$ cat src/rtl/state_machine_pkg.sv
// Shared definitions for the baccarat dealing controller: state encoding and score thresholds.
package state_machine_pkg;

  localparam int STATE_W = 3;

  typedef enum logic [STATE_W-1:0] {
    PC1    = 3'b000,
    DC1    = 3'b001,
    PC2    = 3'b010,
    DC2    = 3'b011,
    PC3    = 3'b100,
    DC3    = 3'b101,
    WIN    = 3'b110,
    UNUSED = 3'b111
  } state_t;

  localparam logic [3:0] NATURAL_MIN = 4'd8;
  localparam logic [3:0] DRAW_MAX    = 4'd5;

endpackage

$ cat src/rtl/state_machine_dealer_draw_rule.sv
// Decides whether the banker takes a third card, given the banker total and the player's third card.
module dealer_draw_rule (
  input  logic [3:0] dscore,
  input  logic [3:0] pcard3,
  output logic       draw
);

  always_comb begin
    draw = 1'b0;
    case (dscore)
      4'd0, 4'd1, 4'd2: draw = 1'b1;
      4'd3:             draw = (pcard3 != 4'd8);
      4'd4:             draw = (pcard3 >= 4'd2) && (pcard3 <= 4'd7);
      4'd5:             draw = (pcard3 >= 4'd4) && (pcard3 <= 4'd7);
      4'd6:             draw = (pcard3 >= 4'd6) && (pcard3 <= 4'd7);
      default:          draw = 1'b0;
    endcase
  end

endmodule

$ cat src/rtl/state_machine.sv
// Baccarat card-dealing controller: sequences the card load strobes and lights the winner.
module state_machine
  import state_machine_pkg::*;
(
  input  logic       slow_clock,
  input  logic       resetb,
  input  logic [3:0] pscore,
  input  logic [3:0] dscore,
  input  logic [3:0] pcard3,
  output logic       load_pcard1,
  output logic       load_pcard2,
  output logic       load_pcard3,
  output logic       load_dcard1,
  output logic       load_dcard2,
  output logic       load_dcard3,
  output logic       player_win_light,
  output logic       dealer_win_light
);

  state_t state;
  state_t state_d;
  logic   dealerDraws;

  dealer_draw_rule u_dealer_draw_rule (
    .dscore (dscore),
    .pcard3 (pcard3),
    .draw   (dealerDraws)
  );

  always_ff @(posedge slow_clock) begin
    if (resetb) begin
      state <= PC1;
    end else begin
      state <= state_d;
    end
  end

  always_comb begin
    state_d          = state;
    load_pcard1      = 1'b0;
    load_pcard2      = 1'b0;
    load_pcard3      = 1'b0;
    load_dcard1      = 1'b0;
    load_dcard2      = 1'b0;
    load_dcard3      = 1'b0;
    player_win_light = 1'b0;
    dealer_win_light = 1'b0;
    case (state)
      PC1: begin
        load_pcard1 = 1'b1;
        state_d     = DC1;
      end
      DC1: begin
        load_dcard1 = 1'b1;
        state_d     = PC2;
      end
      PC2: begin
        load_pcard2 = 1'b1;
        state_d     = DC2;
      end
      DC2: begin
        load_dcard2 = 1'b1;
        if ((pscore >= NATURAL_MIN) || (dscore >= NATURAL_MIN)) begin
          state_d = WIN;
        end else if (pscore <= DRAW_MAX) begin
          state_d = PC3;
        end else if (dscore <= DRAW_MAX) begin
          state_d = DC3;
        end else begin
          state_d = WIN;
        end
      end
      PC3: begin
        load_pcard3 = 1'b1;
        state_d     = dealerDraws ? DC3 : WIN;
      end
      DC3: begin
        load_dcard3 = 1'b1;
        state_d     = WIN;
      end
      // A tie lights both lamps, hence the inclusive compares.
      WIN: begin
        player_win_light = (pscore >= dscore);
        dealer_win_light = (dscore >= pscore);
        state_d          = WIN;
      end
      default: begin
        state_d = PC1;
      end
    endcase
  end

endmodule

$ cat config.mk
export PLATFORM = sky130hd
export DESIGN_NAME = state_machine
export DESIGN_NICKNAME = d
export VERILOG_FILES = /design/src/rtl/state_machine_pkg.sv /design/src/rtl/state_machine_dealer_draw_rule.sv /design/src/rtl/state_machine.sv
export SDC_FILE = /design/constraint.sdc
export NUM_CORES = 1
export LEC_CHECK = 0
export CORE_AREA = 2 2 39 41
export CTS_CLUSTER_DIAMETER = 200
export DETAILED_ROUTE_END_ITERATION = 8
export DIE_AREA = 0 0 41 43
export PLACE_DENSITY_LB_ADDON = 0.25
export SLEW_MARGIN = 25
export SYNTH_ARGS = -nofsm -noshare
export SYNTH_HDL_FRONTEND = slang
export SYNTH_HIERARCHICAL = 1
export SYNTH_SLANG_ARGS = --single-unit
$ cat constraint.sdc
create_clock -name slow_clock -period 3.3 [get_ports slow_clock]
set_input_delay 0.33 -clock slow_clock [delete_from_list [all_inputs] [get_ports slow_clock]]
set_output_delay 0.33 -clock slow_clock [all_outputs]
set_load 0.03 [all_outputs]
# == Word level (Yosys, flattened, before mapping) ==
# Index checks and enable logic that the tools add are counted.
# op_classes
n_addsub,0
n_shift,0
n_bitwise,0
mul,0
reduce_logical,8
n_lt_le_gt_ge,10
div,0
n_eq_ne,13
mux,14
# ops
op,count
$pmux W3 S6,1
$eq A4 B3 Y1 const B,3
$le A4 B3 Y1 const B,3
$eq A3 B3 Y1 const B,3
$eq A4 B2 Y1 const B,2
$ge A4 B3 Y1 const B,2
$ge A4 B4 Y1,2
$ge A4 B4 Y1 const B,2
$mux W1,8
$mux W2,4
$eq A3 B2 Y1 const B,2
$pmux W1 S5,1
$eq A4 B1 Y1 const B,1
$ge A4 B2 Y1 const B,1
$logic_not A4 Y1,1
$ne A4 B4 Y1 const B,1
$eq A3 B1 Y1 const B,1
$logic_and A1 B1 Y1,3
$logic_not A3 Y1,1
$reduce_or A3 Y1,1
$reduce_or A2 Y1,1
$logic_or A1 B1 Y1,1
# word_totals
romBits,0
out_inout_bits,8
reg_bits,3
inputBits,14
latchBits,0
ram_bits,0
word_cells,46
n_memories,0

# == Depth between registers and ports, before layout ==
# depth
depth_word,5
depth_mapped,6
depth_no_buf,6

# == Modules after synthesis ==
# The synthesis kept the hierarchy.
# by_module_without_submodules
mod,n_inst,area_each_um2,seq_area_each_um2,cells_per_inst
state_machine,1,331.6,60.1,41
dealer_draw_rule,1,52.6,0.0,6

# == Worst setup path before layout ==
# OpenSTA, ideal clock, no wires.
# synth_timing
path_type,input port to output port
from,in pscore[1]
to,out dealer_win_light
setup_slack_ns,1.541
arrival_ns,1.429
path_buffers,0
path_stages,5
required_time_ns,2.970
path_cell_list,inv_1 > ha_1 > nor2b_1 > o211ai_1 > a31oi_1
# synth_between
elab_chain_len,2
# synth_rtl
item,line_no,rtl
start: declaration,state_machine.sv:7,"input logic [3:0] pscore,"
$ge A4 B4 Y1,state_machine.sv:84,dealer_win_light = (dscore >= pscore);
$mux W1,state_machine.sv:48,case (state)
end: declaration,state_machine.sv:17,output logic dealer_win_light
# Every way passes these cells.

# == Worst setup path in the final report ==
# layout_timing
from,in pscore[1]
to,out player_win_light
# layout_between
elab_chain_len,2
# layout_rtl
item,line_no,rtl
$ge A4 B4 Y1,state_machine.sv:83,player_win_light = (pscore >= dscore);
$mux W1,state_machine.sv:48,
end: declaration,state_machine.sv:16,"output logic player_win_light,"
# Every way passes these cells.

==> summary.md <==
| Metric | Value |
|---|---|
| Routed wire length per instance | 10.8 um |
| Max_cap viols | 0 |
| Buffers inserted by post-CTS timing repair | 0 |
| Type of the worst min-delay path | reg2reg |
| Top flip-flop cell by instance count after synthesis | sky130_fd_sc_hd__dfxtp_1 |
| Maximum root-to-sink buffer count | 2 |
| Number of distinct standard cells referenced by the synthesized netlist | 27 |
| I/O Buffers | 21 |
| Detailed-route DRC error count | 0 |
| Number of H-tree levels | 1 |
| RD Place Congestion | 0.723 |
| Number of nets in the final layout | 88 |
| Setup clock skew after layout | 0.000342 ns |
| Remaining global-route overflow | 0 |
| Peak ir drop on the vdd network | 108 uV |
| Power density normalized to cell area | 317 nW/um2 |
| Setup TNS | 0 ns |
| Area of the core | 1380 um2 |
| Vias per inst | 5.02 |
| Crit path time final | 2.68 ns |
| TritonCTS Buffers | 3 |
| Register bit total from synthesis | 3 |
| Area growth, synth to finish | 60.6% |
| Result of the run | finished, final reports clean |
| Setup repair after global routing missed its margin | false |
| Worst-margin pin slew | 0.371 ns |
| Height of the chip | 43 um |
| Final critical-path share of the clock period | 0.812 |
| Maximum number of pins on one net before global-route repair | 13 |
| Terminus of the critical flop-to-flop path | state[0]$_SDFF_PP0_ |
| Hold worst-path end | state[2]$_SDFF_PP0_ |
| Worst slew slack as a fraction of its limit | 0.752 |
| Leak pwr | 0.247 nW |
| Worst path bufs/invs | 3 |
| Worst-Skew Late Latency | 0.23 ns |
| Clk slew on worst S/H paths | 0.04 ns |
| Vias in the first global route | 377 |
| Reg2Reg Setup Slack | 2.20 ns |
| Post-synth ARST share | 0 |
| Critical path's slowest cell | sky130_fd_sc_hd__clkdlybuf4s50_1 |
| First-pass iteration count of the detailed router | 4 |
| Fraction of layout cells with a size suffix above 1 | 0.101 |
| Number of enable-type register cells in the synthesized netlist | 0 |
| Crit path kind | in2out |
| Nature of the critical path startpoint | input port |
| Ys Warns | 6 |
| Slew Viols, Final | 0 |
| Required time at the worst-slack endpoint | 2.97 ns |
| GRT Overall Usage | 0.123 |
| Final wirelength | 916 um |
| Total Die Area | 1760 um2 |
| Most frequent cell on the critical path | sky130_fd_sc_hd__clkdlybuf4s50_1 |
| Post-synthesis instance area | 384 um2 |
| Fmax | 373 MHz |
| Number of DRC markers in iteration 0 | 6 |
| Final number of setup-violating endpoints | 0 |
| Critical path's top delay family | buffers and inverters |
| Antenna violations before repair | 0 |
| Clock sink count | 3 |
| Starting Density | 0.278 |
| Number of diodes added for antenna fixing | 0 |
| Worst r2r src | state[1]$_SDFF_PP0_ |
| Post-synthesis area per instance | 8.17 um2 |
| Ports placed on the boundary | 22 |
| Length in cells of the worst reg-to-reg path | 3 |
| PostCTS Resize Cnt | 0 |
| Hold Path Cell Cnt | 2 |
| Post-route antenna net violation count | 0 |
| Endpoint class of the critical path | output pin |
| Placed instance count | 81 |
| Nets in the synthesized netlist | 65 |
| Via Count | 427 |
| Placement row count | 14 |
| CTS hold repair buffers | 0 |
| Fin cells | 85 |
| First-pass GRT wire length | 1.52 mm |
| Count of mapped cells out of synthesis | 47 |
| Hold Path Origin | state[2]$_SDFF_PP0_ |
| Width of the die | 41 um |
| CTS root buffer | sky130_fd_sc_hd__clkbuf_4 |
| Largest Register | state |
| CTS tree | yes |
| Fraction of the yosys area taken by sequential cells | 0.156 |
| Max Fanout on Critical Path | 3 |
| Cell chain of the critical path | clkdlybuf4s50_1, inv_1, ha_1, nor2b_1, o211ai_1, o2bb2ai_1, clkdlybuf4s50_1 |
| Final hold violations | 0 |
| Arrival @ worst endpoint | 2.35 ns |
| Largest registers | state: 3 flops |
| Max stage delay on crit path | 0.68 ns |
| Max reg flops | 3 |
[cells in the final DEF (no fill, tap or decap)]
cell,n
sky130_fd_sc_hd__clkdlybuf4s50_1,21
sky130_fd_sc_hd__inv_1,4
sky130_fd_sc_hd__ha_1,4
sky130_fd_sc_hd__nor2_1,3
sky130_fd_sc_hd__nor3b_1,3
sky130_fd_sc_hd__nor2b_1,3
sky130_fd_sc_hd__a211oi_1,3
sky130_fd_sc_hd__clkbuf_4,3
sky130_fd_sc_hd__dfxtp_1,3
sky130_fd_sc_hd__nor3_1,2
sky130_fd_sc_hd__nand4_1,2
sky130_fd_sc_hd__a31oi_1,2
sky130_fd_sc_hd__a41o_1,2
sky130_fd_sc_hd__nand2_2,1
sky130_fd_sc_hd__and3b_2,1
sky130_fd_sc_hd__o211ai_1,1
sky130_fd_sc_hd__a21oi_1,1
sky130_fd_sc_hd__nand3b_1,1
sky130_fd_sc_hd__o2bb2ai_1,1
sky130_fd_sc_hd__xor2_1,1
sky130_fd_sc_hd__nand2b_1,1
sky130_fd_sc_hd__nand3_1,1
sky130_fd_sc_hd__o31ai_1,1
sky130_fd_sc_hd__clkbuf_1,1
sky130_fd_sc_hd__nor2b_4,1
sky130_fd_sc_hd__or4b_1,1
sky130_fd_sc_hd__or3b_2,1
[how the worst max path moves through the flow]
stage | startpoint | end | slack (ns) | cells past startpoint
2_1_floorplan | pscore[1] | dealer_win_light | 1.54 | 5
3_3_place_gp | pscore[1] | player_win_light | 0.64 | 7
3_5_place_dp | pscore[1] | player_win_light | 0.61 | 7
4_1_cts | pscore[1] | player_win_light | 0.61 | 7
5_1_grt | pscore[1] | player_win_light | 0.52 | 7
6_report | pscore[1] | player_win_light | 0.62 | 7
[where the power goes]
| part | total, mW | internal, mW | switching, mW |
|---|---|---|---|
| clock network | 0.0642 | 0.0453 | 0.0189 |
| registers | 0.0510 | 0.0405 | 0.0105 |
| logic | 0.0806 | 0.0435 | 0.0371 |
[through the flow]
step	util	area, um2	hold slack, ns	setup WS (ns)	power [mW]
CTS	0.446	617	0.716	0.609	0.200
finish	0.446	617	0.705	0.622	0.196
global placement	0.427	591	0.696	0.639	0.132
floorplan	-	384	0.402	1.54	0.0982
global route	0.446	617	0.741	0.520	0.210
detailed placement	0.427	591	0.703	0.608	0.133
[worst reg2reg max path, stage by stage, from the launching register on]
cell                      delay, ns
sky130_fd_sc_hd__dfxtp_1       0.50
sky130_fd_sc_hd__nand2_2       0.13
sky130_fd_sc_hd__nor3_1        0.22
sky130_fd_sc_hd__a41o_1        0.20
[synth_stat cells (2+ instances only)]
cell type,instances,area (um2)
sky130_fd_sc_hd__inv_1,4,15.0
sky130_fd_sc_hd__nor2b_1,3,18.8
sky130_fd_sc_hd__nand4_1,2,12.5
sky130_fd_sc_hd__dfxtp_1,3,60.1
sky130_fd_sc_hd__ha_1,4,50.1
sky130_fd_sc_hd__a31oi_1,2,12.5
sky130_fd_sc_hd__nor2_1,3,11.3
sky130_fd_sc_hd__a41o_1,2,20.0
sky130_fd_sc_hd__nor3_1,2,10.0
sky130_fd_sc_hd__nor3b_1,3,22.5
sky130_fd_sc_hd__a211oi_1,3,22.5
[per-layer routing]
metal	vias to the layer above	GRT usage	wire length, um
met5	-	0	0
met4	0	0.0400	0
met3	0	0.0471	80
met2	20	0.184	447
met1	186	0.156	388
li1	221	-	-
[final cells by class]
type	instances	area, um2
well taps	16	20.0
clock buffers	4	26.3
multi-input cells	37	285
inverters	4	15.0
fillers	156	767
repair buffers	21	210
flip-flops and latches	3	60.1
[logic make-up (layout without fill, tap and decap cells)]
family / Yosys count / after routing / synth area share
DFF: 3 / 3 / 0.156
adders and majority gates: 4 / 4 / 0.130
xor gates and xnor gates: 1 / 1 / 0.0228
AOI/OAI and AO/OA: 11 / 11 / 0.218
buffers and inverters: 7 / 29 / 0.101
and+or+nand+nor: 21 / 21 / 0.371
Power figures use the tool's default switching activity.
